### src/rtl/conv_window_ctrl.sv
`default_nettype none
// ============================================================================
//  Module   : conv_window_ctrl
//  Purpose  : Raster-stream sequencer for the convolution line-buffer window;
//             gates shifts, tracks position and flags complete kernel windows.
//  Revision : 1.0
// ============================================================================
module conv_window_ctrl #(
    parameter int IMAGE_WIDTH  = 28,
    parameter int IMAGE_HEIGHT = 28,
    parameter int KERNEL_WIDTH = 5,
    parameter int CNT_W        = 5
) (
    input  logic             clk,
    input  logic             reset,
    input  logic             start,
    input  logic             in_valid,
    output logic             in_ready,
    input  logic             out_ready,
    output logic             shift_en,
    output logic             window_valid,
    output logic [CNT_W-1:0] out_row,
    output logic [CNT_W-1:0] out_col,
    output logic             busy,
    output logic             frame_done
);

    localparam logic [1:0] S_IDLE   = 2'd0;
    localparam logic [1:0] S_STREAM = 2'd1;
    localparam logic [1:0] S_DONE   = 2'd2;

    localparam logic [CNT_W-1:0] C_COL_LAST = CNT_W'(IMAGE_WIDTH - 1);
    localparam logic [CNT_W-1:0] C_ROW_LAST = CNT_W'(IMAGE_HEIGHT - 1);
    localparam logic [CNT_W-1:0] C_K_OFF    = CNT_W'(KERNEL_WIDTH - 1);

    logic [1:0]       r_state;
    logic [1:0]       w_next_state;
    logic [CNT_W-1:0] r_row;
    logic [CNT_W-1:0] r_col;
    logic [CNT_W-1:0] r_out_row;
    logic [CNT_W-1:0] r_out_col;
    logic             r_window_valid;
    logic             r_busy;
    logic             r_frame_done;

    logic w_accept;
    logic w_col_last;
    logic w_last_pixel;
    logic w_in_window;

    assign in_ready     = (r_state == S_STREAM) && out_ready;
    assign w_accept     = in_valid && in_ready;
    assign shift_en     = w_accept;
    assign w_col_last   = (r_col == C_COL_LAST);
    assign w_last_pixel = w_col_last && (r_row == C_ROW_LAST);
    // Windows that would straddle a row wrap are excluded by the column test.
    assign w_in_window  = (r_row >= C_K_OFF) && (r_col >= C_K_OFF);

    assign window_valid = r_window_valid;
    assign out_row      = r_out_row;
    assign out_col      = r_out_col;
    assign busy         = r_busy;
    assign frame_done   = r_frame_done;

    always_comb begin
        w_next_state = r_state;
        case (r_state)
            S_IDLE:   if (start) w_next_state = S_STREAM;
            S_STREAM: if (w_accept && w_last_pixel) w_next_state = S_DONE;
            S_DONE:   w_next_state = S_IDLE;
            default:  w_next_state = S_IDLE;
        endcase
    end

    always_ff @(posedge clk or posedge reset) begin
        if (reset) begin
            r_state      <= S_IDLE;
            r_busy       <= 1'b0;
            r_frame_done <= 1'b0;
        end else begin
            r_state      <= w_next_state;
            r_busy       <= (w_next_state != S_IDLE);
            r_frame_done <= w_accept && w_last_pixel;
        end
    end

    always_ff @(posedge clk or posedge reset) begin
        if (reset) begin
            r_row <= '0;
            r_col <= '0;
        end else if ((r_state == S_IDLE) && start) begin
            r_row <= '0;
            r_col <= '0;
        end else if (w_accept) begin
            if (w_col_last) begin
                r_col <= '0;
                r_row <= (r_row == C_ROW_LAST) ? '0 : r_row + 1'b1;
            end else begin
                r_col <= r_col + 1'b1;
            end
        end
    end

    // A presented window is held under backpressure until the next accept.
    always_ff @(posedge clk or posedge reset) begin
        if (reset) begin
            r_window_valid <= 1'b0;
            r_out_row      <= '0;
            r_out_col      <= '0;
        end else if (w_accept) begin
            r_window_valid <= w_in_window;
            if (w_in_window) begin
                r_out_row <= r_row - C_K_OFF;
                r_out_col <= r_col - C_K_OFF;
            end
        end else if (out_ready) begin
            r_window_valid <= 1'b0;
        end
    end

endmodule
`default_nettype wire

### config.mk
export PLATFORM = sky130hd
export DESIGN_NAME = conv_window_ctrl
export DESIGN_NICKNAME = d
export VERILOG_FILES = /design/src/rtl/conv_window_ctrl.sv
export SDC_FILE = /design/constraint.sdc
export NUM_CORES = 1
export LEC_CHECK = 0
export CAP_MARGIN = 20
export CORE_AREA = 3 3 57 59
export CTS_BUF_LIST = sky130_fd_sc_hd__clkbuf_8
export DETAILED_ROUTE_END_ITERATION = 8
export DIE_AREA = 0 0 60 62
export MAX_ROUTING_LAYER = met4
export PLACE_DENSITY = 0.83
export SYNTH_ARGS = -nofsm -noshare
export SYNTH_HDL_FRONTEND = slang
export SYNTH_SLANG_ARGS = --single-unit
export TNS_END_PERCENT = 1
### constraint.sdc
create_clock -name clk -period 1.9 [get_ports clk]
set_clock_uncertainty 0.05 [all_clocks]
set_input_delay 0.285 -clock clk [delete_from_list [all_inputs] [get_ports clk]]
set_output_delay 0.285 -clock clk [all_outputs]
set_load 0.02 [all_outputs]
**After elaboration in Yosys (flattened, before gate mapping)**

Cells that the tools add are included.

- Eq/ne operators: 3
- Reductions and logical operators: 13
- Multiplexer cells: 12
- $lt $le $gt $ge: 2
- $add $sub $neg: 4

Operator list:

| operator | count |
|---|---|
| 5-bit 2-to-1 mux | 7 |
| 5-bit by 1-bit adder with 5-bit output (second input constant) | 2 |
| 5-bit equality test (second input constant) | 2 |
| 5-bit by 3-bit >= comparator with 1-bit output (second input constant) | 2 |
| 5-bit by 3-bit subtractor with 5-bit output (second input constant) | 2 |
| 2-bit nonzero test | 4 |
| 1-bit logical AND | 6 |
| 2-bit 2-to-1 mux | 2 |
| 2-bit case mux with 2 select lines | 1 |
| 2-bit AND reduction | 2 |
| 2-bit by 1-bit equality test with 1-bit output (second input constant) | 1 |
| 2-bit zero test | 1 |
| 1-bit 2-to-1 mux | 2 |

- Logic and storage cells: 42
- Bits in registers: 25

**Logic depth before layout (Yosys ltp)**

- Depth in word-level cells: 7
- Mapped depth: 6

**Worst setup path before layout**

OpenSTA, ideal clock, no wires.

- Path kind: reg2reg
- Start: register r_row[3]
- End: register r_out_col[0] (netlist: out_col[0])
- Required time: 1.725 ns
- Stages on the path, launching flop included: 7
- Path slack: 0.145 ns
- Arrival: 1.580 ns
- Setup time: 0.125 ns
- Cell sequence: dfrtp_1 -> inv_1 -> ha_1 -> a2111oi_4 -> nor3_2 -> buf_6 -> mux2_4

- Word-level cells in the longest chain between the ends: 3

Ends and longest elaborated chain:

| element | RTL line | RTL |
|---|---|---|
| from (decl) | 38 | `logic [CNT_W-1:0] r_row;` |
| from (signal assigned) | 97 | `r_row <= (r_row == C_ROW_LAST) ? '0 : r_row + 1'b1;` |
| 5-bit by 3-bit >= comparator with 1-bit output | 57 | `assign w_in_window = (r_row >= C_K_OFF) && (r_col >= C_K_OFF);` |
| 1-bit logical AND | 57 |  |
| 2-bit AND reduction (no line) | - |  |
| to (signal assigned) | 114 | `r_out_col <= r_col - C_K_OFF;` |
| to (decl) | 41 | `logic [CNT_W-1:0] r_out_col;` |

No other way between the ends.
A chain may end at the register's enable or synchronous reset.

**Worst setup path after layout**

- Start: register r_row[0]
- End: register r_out_row[4] (netlist: out_row[4])

- Word-level cells in the longest chain between the ends: 3

Ends and longest elaborated chain:

| element | RTL line | RTL |
|---|---|---|
| 5-bit by 3-bit >= comparator with 1-bit output | 57 |  |
| 1-bit logical AND | 57 |  |
| 2-bit AND reduction (no line) | - |  |
| to (signal assigned) | 113 | `r_out_row <= r_row - C_K_OFF;` |
| to (decl) | 40 | `logic [CNT_W-1:0] r_out_row;` |

Parallel ways exist; a longest one is shown, timed or not.

==> key figures <==
Outcome
  • Status: finished, final reports clean

Timing
  • Max transition margin: 0.7446
  • Setup_tns: 0 ns
  • Tcrit/Tclk final: 0.9388
  • Fmax: 560.6 MHz
  • Slew @ Worst Pin: around 0.38 ns
  • Final Hold Viols: 0
  • RSZ-0062 raised after global routing: false
  • Setup-failing EPs final: 0
  • Tmin final: around 1.8 ns
  • Slew Limit Fails: 0
  • Final worst setup slack: 0.1162 ns

Routing
  • Vias per inst: between 5 and 6
  • DRT Pass-1 Iters: 4
  • DRC violations left: 0
  • Routed Antenna Nets: 0
  • Total wire length: about 2700 um
  • Per-cell routed wire length: 14.92 um
  • Starting DRT DRC Count: 36
  • DR vias: slightly above 1000

GRT
  • Largest net degree at the start of global routing: 26
  • Initial antenna violation count: 0
  • Global-route wire length before repair: between 4000 and 5000 um
  • Vias in the first global route: a little over 1000
  • GRT overflow: 0
  • GRT Overall Usage: 0.1732

Power and ir drop
  • LEAKAGE: roughly 0.8 nW
  • Power per cell area: approximately 1100 nW/um^2
  • Max IR drop VDD: approximately 0.71 mV
  • Final Total Pwr: ~1.9 mW

Finish
  • Area grow syn2layout: 25.21%
  • Ratio of cells with drive above 1 in the final layout: 0.2171
  • Diodes inserted: 0
  • FILL cells: about 230
  • Final core occ: 0.6198
  • Final nets: 170
  • Finished layout cell area: ~1700 sq um

Yosys
  • Post-synth EDFFs: 0
  • Main synth FF type: dfrtp_1
  • Post-Syn Area: 1365 sq um
  • Post-Syn Nets: 137
  • Post-synth cell types: 36
  • Fraction of registers with async set/reset: 1.000
  • Seq/Total Area, Yosys: 0.4583
  • Syn Inst Count: 120
  • Avg Cell Area, Syn: roughly 11 sq um
  • Synthesis-stage register bit count: 25
  • Yosys warns: 0

Clocking
  • CTS max path bufs: 2
  • Register clock-pin slew on the reported worst setup and hold paths: around 0.09 ns
  • Root buf cell: clkbuf_8
  • Clock latency on the worst-skew pair: between 0.2 and 0.3 ns
  • # clock sinks: 25
  • H-tree Lvls: 1
  • Hold_buf cts: 0
  • CTS Buf Count: 3
  • CTS tree: done

Die
  • Die Y: a little over 60 um
  • Core Area: between 2000 and 3000 sq um
  • Initial core utilization: 0.4950
  • Die area: approximately 3700 sq um
  • Die X: ~60 um
  • Row count: 19
  • Boundary Pins: 20

Place
  • Buffers on Ports: 19
  • DP HPWL: 2054 um
  • Routability congestion estimate: just over 0.9
  • Dpl cell area: 1664 sq um
  • Pre-CTS setup slack: -0.09921 ns

Critical path
  • Critical-path maximum fanout: 6
  • Worst EP required: approximately 2.0 ns
  • Critical path class: register to register
  • Nature of the critical path endpoint: register
  • Startpoint Class: register
  • WP data arrival: roughly 1.9 ns

Worst hold path
  • Hold crit path type: input pin to asynchronous set/reset pin

Job
  • Max-Cap Viols: 0
## path summary, 6_finish.rpt
kind / from / slack, ns / cells after the start / endpoint
min reg2reg: window_valid$_DFFE_PP0P_ / 0.44 / 1 / window_valid$_DFFE_PP0P_
max: r_row[0]$_DFFE_PP0P_ / 0.12 / 6 / out_row[4]$_DFFE_PP0P_
min: reset / 0.31 / 3 / out_col[0]$_DFFE_PP0P_
max reg2reg: r_row[0]$_DFFE_PP0P_ / 0.12 / 6 / out_row[4]$_DFFE_PP0P_
min in group clk: window_valid$_DFFE_PP0P_ / 0.44 / 1 / window_valid$_DFFE_PP0P_
max in group asynchronous: reset / 1.24 / 3 / r_col[0]$_DFFE_PP0P_
## per-stage QoR
step / hold slack, ns / std cells
2_1_floorplan: 0.2623 / 120
3_3_place_gp: 0.4098 / 179
3_5_place_dp: 0.4263 / 179
4_1_cts: 0.3302 / 183
5_1_grt: 0.3459 / 183
6_report: 0.3116 / 183
## final cells by class
cell class,count,area [sq um],area share
multi-input combinational,78,666.9,0.3902
sequential,25,626.9,0.3668
timing repair buffer,31,277.8,0.1625
inverter,14,52.55,0.03075
clock buffer,3,41.29,0.02416
tap,31,38.79,0.02269
clock inverter,1,5.005,0.002928
## Yosys cell counts (2+ instances only)
cell / instances / area (sq um)
ha_1: 12 / 150.1
dfrtp_1: 25 / 625.6
inv_1: 13 / 48.80
nand2_1: 5 / 18.77
nand3_1: 7 / 35.03
nor3_1: 4 / 20.02
mux2_4: 7 / 105.1
o21ai_0: 5 / 25.02
nor2_1: 3 / 11.26
xor2_1: 2 / 17.52
a21oi_1: 7 / 35.03
a211oi_1: 2 / 15.01
a31oi_1: 2 / 12.51
nand4_1: 3 / 18.77
mux2i_1: 2 / 20.02
## sequential cells by signal, summed over array words and instances, names as in the netlist
name	cells
r_row	5
busy	1
frame_done	1
r_col	5
r_state	2
out_col	5
window_valid	1
out_row	5
## worst max-delay path: stages (launching register included)
cell and delay, ns:
dfrtp_1 0.43, inv_1 0.09, ha_1 0.24, a2111oi_4 0.32, nor3_2 0.08, buf_4 0.18
mux2_4 0.30
## power breakdown
group	internal (mW)	switching (mW)
logic	0.434	0.401
registers	0.679	0.110
clock network	0.146	0.160
total	1.26	0.671
## cell families (layout without fill, tap and decap cells)
| logic type | after synthesis | count (layout) | share of synthesized area |
|---|---|---|---|
| xor+xnor | 2 | 2 | 0.01283 |
| mux | 10 | 10 | 0.09991 |
| flops | 25 | 25 | 0.4583 |
| buf+inv | 17 | 49 | 0.05316 |
| fa+ha+maj | 12 | 12 | 0.1100 |
| simple gates | 31 | 31 | 0.1421 |
| compound gates | 23 | 23 | 0.1237 |
## per-layer routing
layer  wire (um)  vias up  GRT usage
met2        1365       19     0.2917
met3          84        6    0.02893
met4          25        0    0.05696
met5           0        -          -
met1        1256      510     0.2120
li1            -      489          -
## placed cells by master, fill, tap and decap left out, drive strengths merged, types with 5 or more instances in the layout
cell / n
mux2: 8
ha: 12
nor3: 5
clkdlybuf4s50: 17
a21oi: 7
nand3: 7
dfrtp: 25
nand2: 5
inv: 14
o21ai: 5
buf: 12
## what timing repair did
item | CTS | global route
resized for setup | 2 | 1
pin swaps | 0 | 0
setup endpoints to repair | 2 | 2
setup buffers | 0 | 0
No activity file was read; power rests on OpenSTA's default activity.
